[src/rtl/imm_gen_pipe.sv]
// imm_gen_pipe: RISC-V immediate decoder feeding a DEPTH-entry output FIFO; define IMM_GEN_ILLEGAL_FLAG_EN to add out_illegal
module imm_gen_pipe #(
    parameter int XLEN  = 64,
    parameter int DEPTH = 2
) (
    input  logic            clk,
    input  logic            rst_n,
    input  logic            in_valid,
    output logic            in_ready,
    input  logic [31:0]     instruction,
    output logic            out_valid,
    input  logic            out_ready,
    output logic [XLEN-1:0] out_imm,
    output logic [2:0]      out_fmt
`ifdef IMM_GEN_ILLEGAL_FLAG_EN
    ,
    output logic            out_illegal
`endif
);
    localparam int AW = (DEPTH > 1) ? $clog2(DEPTH) : 1;
    localparam int CW = AW + 1;
    logic [6:0]      w_op;
    logic [2:0]      w_fmt;
    logic [31:0]     w_imm32;
    logic [XLEN-1:0] w_imm;
    logic            w_push;
    logic            w_pop;
    logic [XLEN-1:0] r_imm [DEPTH];
    logic [2:0]      r_fmt [DEPTH];
    logic [AW-1:0]   r_head;
    logic [AW-1:0]   r_tail;
    logic [CW-1:0]   r_cnt;
    logic            r_rdy;
    assign w_op  = instruction[6:0];
    assign w_fmt = (w_op inside {7'b0000011, 7'b0010011, 7'b0011011, 7'b1100111, 7'b1110011}) ? 3'd1 :
                   (w_op == 7'b0100011)                     ? 3'd2 :
                   (w_op == 7'b1100011)                     ? 3'd3 :
                   (w_op inside {7'b0110111, 7'b0010111})   ? 3'd4 :
                   (w_op == 7'b1101111)                     ? 3'd5 : 3'd0;
    assign w_imm32 = (w_fmt == 3'd1) ? {{20{instruction[31]}}, instruction[31:20]} :
                     (w_fmt == 3'd2) ? {{20{instruction[31]}}, instruction[31:25], instruction[11:7]} :
                     (w_fmt == 3'd3) ? {{19{instruction[31]}}, instruction[31], instruction[7],
                                        instruction[30:25], instruction[11:8], 1'b0} :
                     (w_fmt == 3'd4) ? {instruction[31:12], 12'b0} :
                     (w_fmt == 3'd5) ? {{11{instruction[31]}}, instruction[31], instruction[19:12],
                                        instruction[20], instruction[30:21], 1'b0} : 32'd0;
    assign w_imm = XLEN'($signed(w_imm32));
    // in_ready also waits one edge after reset release, via r_rdy
    assign in_ready  = r_rdy && (r_cnt < CW'(DEPTH));
    assign out_valid = (r_cnt != '0);
    assign w_push    = in_valid && in_ready;
    assign w_pop     = out_valid && out_ready;
    assign out_imm   = r_imm[r_head];
    assign out_fmt   = r_fmt[r_head];
    always_ff @(posedge clk or negedge rst_n) begin
        if (!rst_n) begin
            r_head <= '0;
            r_tail <= '0;
            r_cnt  <= '0;
            r_rdy  <= 1'b0;
            for (int i = 0; i < DEPTH; i++) begin
                r_imm[i] <= '0;
                r_fmt[i] <= '0;
            end
        end else begin
            r_rdy <= 1'b1;
            if (w_push) begin
                r_imm[r_tail] <= w_imm;
                r_fmt[r_tail] <= w_fmt;
                r_tail        <= r_tail + AW'(1);
            end
            if (w_pop)
                r_head <= r_head + AW'(1);
            r_cnt <= r_cnt + CW'(w_push) - CW'(w_pop);
        end
    end
`ifdef IMM_GEN_ILLEGAL_FLAG_EN
    logic w_ill;
    logic r_ill [DEPTH];
    assign w_ill       = (w_fmt == 3'd0) && (w_op != 7'b0110011) && (w_op != 7'b0111011);
    assign out_illegal = r_ill[r_head];
    always_ff @(posedge clk or negedge rst_n) begin
        if (!rst_n) begin
            for (int i = 0; i < DEPTH; i++)
                r_ill[i] <= 1'b0;
        end else if (w_push) begin
            r_ill[r_tail] <= w_ill;
        end
    end
`endif
endmodule

[config.mk]
export PLATFORM = sky130hd
export DESIGN_NAME = imm_gen_pipe
export DESIGN_NICKNAME = d
export VERILOG_FILES = /design/src/rtl/imm_gen_pipe.sv
export SDC_FILE = /design/constraint.sdc
export NUM_CORES = 1
export LEC_CHECK = 0
export CORE_ASPECT_RATIO = 0.7
export CORE_UTILIZATION = 45
export DETAILED_ROUTE_END_ITERATION = 8
export PLACE_DENSITY = 0.83
export SLEW_MARGIN = 20
export SYNTH_ARGS = -nofsm -noshare
export SYNTH_HDL_FRONTEND = slang
export SYNTH_SLANG_ARGS = --single-unit
export TNS_END_PERCENT = 20
[constraint.sdc]
create_clock -name clk -period 2.5 [get_ports clk]
set_input_delay 0.5 -clock clk [delete_from_list [all_inputs] [get_ports clk]]
set_output_delay 0.5 -clock clk [all_outputs]
set_load 0.02 [all_outputs]
# After elaboration in Yosys (flattened, before gate mapping)
# Index checks and enable logic that the tools add are counted.
totals:
  latchBits: 0
  wordCells: 62
  mem_count: 0
  out_inout_bits: 69
  mem_bits_ro: 0
  regBits: 139
  ram_bits: 0
classes:
  n_addsub: 4
  n_div: 0
  reduce_logical: 7
  n_eq_ne: 15
  shifts: 0
  n_mul: 0
  muxes: 22
  magnitude_cmp: 4
  bitwise_logic: 2
ops:
  columns: ["cell", "count"]
  rows:
  - ["64-bit two-way mux", 4]
  - ["32-bit two-way mux", 5]
  - ["128-bit bitwise mux", 1]
  - ["64-bit demux with 1-bit select", 1]
  - ["7-bit == test (second input constant)", 4]
  - ["3-bit two-way mux", 9]
  - ["7-bit by 5-bit == test with 1-bit output (second input constant)", 3]
  - ["7-bit by 6-bit == test with 1-bit output (second input constant)", 2]
  - ["7-bit by 2-bit == test with 1-bit output (second input constant)", 1]
  - ["6-bit bitwise mux", 1]
  - ["3-bit by 2-bit == test with 1-bit output (second input constant)", 2]
  - ["3-bit == test (second input constant)", 2]
  - ["5-bit nonzero test", 1]
  - ["2-bit greater-or-equal comparator (second input constant)", 2]
  - ["1-bit logical AND", 4]
  - ["1-bit NOT with 2-bit output", 2]
  - ["2-bit nonzero test", 2]
  - ["3-bit demux with 1-bit select", 1]
  - ["3-bit by 1-bit == test with 1-bit output (second input constant)", 1]
  - ["1-bit adder (second input constant)", 2]
  - ["2-bit by 1-bit adder with 2-bit output", 1]
  - ["2-bit by 1-bit less-than comparator with 1-bit output (second input constant)", 1]
  - ["2-bit less-than comparator (second input constant)", 1]
  - ["2-bit by 1-bit subtractor with 2-bit output", 1]

# Logic depth before layout (Yosys ltp)
depth:
  ltp_word: 13
  ltp_mapped: 7
  ltp_nobuf: 7

# Worst setup path after synthesis
# No wires, ideal clock.
synth_timing:
  path_kind: "flip-flop to output port"
  startpoint: "register r_head"
  endpoint: "output port out_imm[32]"
  n_path_buf: 3
  path_slack_ns: 0.502
  stages_incl_launch_ff: 5
  t_required_ns: 2.000
  arrival_time_ns: 1.498
  path_cell_list: "dfrtp_1 buf_2 buf_2 mux2_2 buf_4"
synth_via:
  elab_chain_cells: 4
synth_lines:
  columns: ["item", "line_no", "rtl"]
  rows:
  - ["from (decl)", "30", "logic [AW-1:0] r_head;"]
  - ["from (signal assigned)", "73", "r_head <= r_head + AW'(1);"]
  - ["1-bit NOT with 2-bit output (implied by the code)", "53", "assign out_imm = r_imm[r_head];"]
  - ["64-bit two-way mux (implied by the code) (3 in series)", "53", null]
  - ["to (decl)", "13", "output logic [XLEN-1:0] out_imm,"]
# Every way passes these cells. The select of a mux whose other input is x is not followed.

# Worst setup path in the final report
layout_timing:
  startpoint: "register r_head"
  endpoint: "output port out_imm[10]"
# Same word-level chain as after synthesis.

==> results by group <==
Status
  • Status: finished, final reports clean

Yosys
  • Fraction of registers with async set/reset: 1.00
  • Largest cells by area after synthesis: dfrtp_1 (47%), mux2_2 (10%), buf_4 (6.2%)
  • Synthesized area: 3980 sq um
  • Avg Synthesized Cell Area: 10.8 sq um
  • Most used DFF post-synth: dfrtp_1
  • Yosys top cell area share: 0.472
  • Yosys warns: 0
  • Post-Syn Nets: 405
  • Count leader, synth: dfrtp_1
  • Syn Inst Count: 367
  • Post-synth EDFFs: 0
  • Largest area contributor in the netlist: dfrtp_1
  • Fraction of the yosys area taken by sequential cells: 0.472
  • Unique masters post-synth: 44
  • Register bit total from synthesis: 75
  • Commonest cells in the netlist: dfrtp_1 (75), nand2_1 (59), mux2_2 (37), buf_4 (33), a221o_1 (24)

STA
  • Fmax achieved: 0.414 GHz
  • Max Slew Vio Count: 0
  • RSZ-0062 raised after global routing: false
  • Worst Clk Skew: 4.25 ps
  • Final setup viols: 0
  • Tcrit/Tclk final: 0.967
  • Fin. Hold Viols: 0
  • Worst hold margin: 207 ps
  • Min Tclk post-route: 2420 ps

Clock tree
  • CTS tree: built
  • CTS Sinks: 75
  • H-tree depth: 3
  • Skew-Pair Late Insertion Delay: 330 ps
  • Clk slew on worst S/H paths: 60 ps
  • Clock Root Buffer: clkbuf_16
  • CTS hold repair buffers: 0
  • Max Buffers Root-to-Sink: 2
  • Total CTS buffers: 9

Routing
  • M1 WL: 4490 um
  • Post-Route WL: 9730 um
  • Final ANT Viol Nets: 0
  • Vias per inst: 5.53
  • Met3 Wirelength: 565 um
  • Vias: 3122
  • WL per Instance: 17.2 um
  • Top Metal Used: met4
  • Met2 WL: 4610 um
  • DR iter-0 viols: 268
  • Number of remaining DRC errors: 0
  • Drt pass-1 iters: 4

Worst setup path
  • Crit. End Element: primary output
  • Cell family with most CP delay: buffers and inverters
  • Max Fanout on Critical Path: 15
  • Largest stage delay, worst path: 560 ps
  • Cell chain of the critical path: buf_6 > mux2_2 > clkdlybuf4s50_1
  • R2r worst-path depth: 7
  • Data required, critical path: 2000 ps
  • Worst Path Buf+Inv: 2
  • Instance count on the critical path: 3
  • Worst Path Class, Setup: reg -> out
  • Nature of the critical path startpoint: register
  • Critical Path AT: 1920 ps
  • Slowest-stage cell, CP: clkdlybuf4s50_1

Global routing
  • Initial antenna violation count: 0
  • First-pass GRT wire length: 15200 um
  • Largest net degree at the start of global routing: 76
  • GRT Util Overall: 0.220
  • Number of global-route vias before repair: 2941
  • Total gr overflow: 0

Placement
  • RD Place Congestion: 0.799
  • DP HPWL: 6760 um
  • Port buffer count: 104

Job
  • # Max-Cap Violations: 0

Floorplanning
  • Top Ports: 105
  • Die Span X: 114 um
  • Die H: 80.6 um
  • FP Rows: 28
  • Starting Density: 0.467
  • Core Footprint: 8510 sq um
  • Die area: 9220 sq um

Final layout
  • Layout area overhead: 31.8%
  • Final #Nets: 479
  • Ratio of cells with drive above 1 in the final layout: 0.204
  • Fill count: 699
  • FF/Latch Area: 1880 sq um
  • Antenna Cells: 0
  • Multi-input gate area: 1700 sq um

Power
  • Pwr Total: 4.32 mW
  • Peak VDD IR: 0.534 mV
  • Power per cell area: 825 nW/um^2
  • Cell leakage power: 2.31 nW

Hold path
  • Worst hold path class: in -> async
==> cell usage in the layout (no fill, tap or decap), types with 4 or more instances in the layout <==
cell type and instances:
a21o_1 4, a221o_1 24, a22o_1 14, buf_4 11, clkbuf_16 9, clkdlybuf4s50_1 101
dfrtp_1 74, inv_1 5, mux2_2 36, nand2_1 59, nor2_1 14, nor2_2 6
o211ai_1 22, o21ai_1 7
==> logic make-up after synthesis <==
logic type | share of synthesized area
AO/OA/AOI/OAI | 0.178
buffers and inverters | 0.102
multiplexers | 0.105
AND/OR/NAND/NOR | 0.127
XOR/XNOR | 0.00881
flip-flops | 0.472
other | 0.000943
adder cells (fa/ha/maj) | 0.00629
==> sequential cells by signal, indices dropped and copies added (netlist names) <==
register	count
r_cnt	2
r_imm	64
r_rdy	1
r_fmt	6
r_tail	1
r_head	1
==> area by class of cell <==
| type | instances | share of cell area |
|---|---|---|
| tap | 120 | 0.0287 |
| multi-input combinational | 230 | 0.324 |
| clock buffer | 10 | 0.0456 |
| inverter | 5 | 0.00358 |
| clock inverter | 5 | 0.0103 |
| sequential | 75 | 0.359 |
| timing repair buffer | 120 | 0.230 |
==> per-layer routing <==
metal / up-vias / GRT usage
li1: 1433 / -
met1: 1568 / 0.304
met2: 115 / 0.342
met3: 6 / 0.0657
met4: 0 / 0.0494
met5: - / 0
==> worst paths after layout <==
check | start | end | slack [ps]
setup / recovery | r_head | out_imm[10] | 80
hold / removal | rst_n | r_imm[26] | 210
setup reg to reg | r_cnt[1] | r_cnt[1] | 690
hold reg to reg | r_fmt[4] | r_fmt[4] | 480
max in group asynchronous | rst_n | r_head | 1980
min in group clk | r_fmt[4] | r_fmt[4] | 480
==> worst register-to-register path, stage by stage, from the launching register on <==
cell and delay (ps):
dfrtp_1 420, or2_2 320, and2_1 190, ha_1 280, inv_1 40, ha_1 170, xnor2_1 180, xnor2_1 130
==> through the flow <==
step | instances | setup slack, ps | util | area [sq um] | TNS [ps]
floorplan | 367 | 502 | - | 3980 | 0
global placement | 549 | 191 | 0.578 | 4920 | 0
detailed placement | 549 | 61.1 | 0.578 | 4920 | 0
CTS | 564 | -9.71 | 0.614 | 5230 | -9.71
global route | 565 | 24.1 | 0.615 | 5240 | 0
finish | 565 | 81.6 | 0.615 | 5240 | 0
==> power by group <==
part           internal, mW  total (mW)  switching [mW]
clock network         0.790        1.27           0.478
registers              1.41        1.54           0.133
logic                 0.757        1.51           0.753
total                  2.96        4.32            1.36
==> repair_timing <==
action / CTS / global route
setup buffers: 0 / 1
resized for setup: 5 / 1
endpoints found under the setup margin: 61 / 30
gates cloned: 0 / 0
Power figures use the tool's default switching activity.
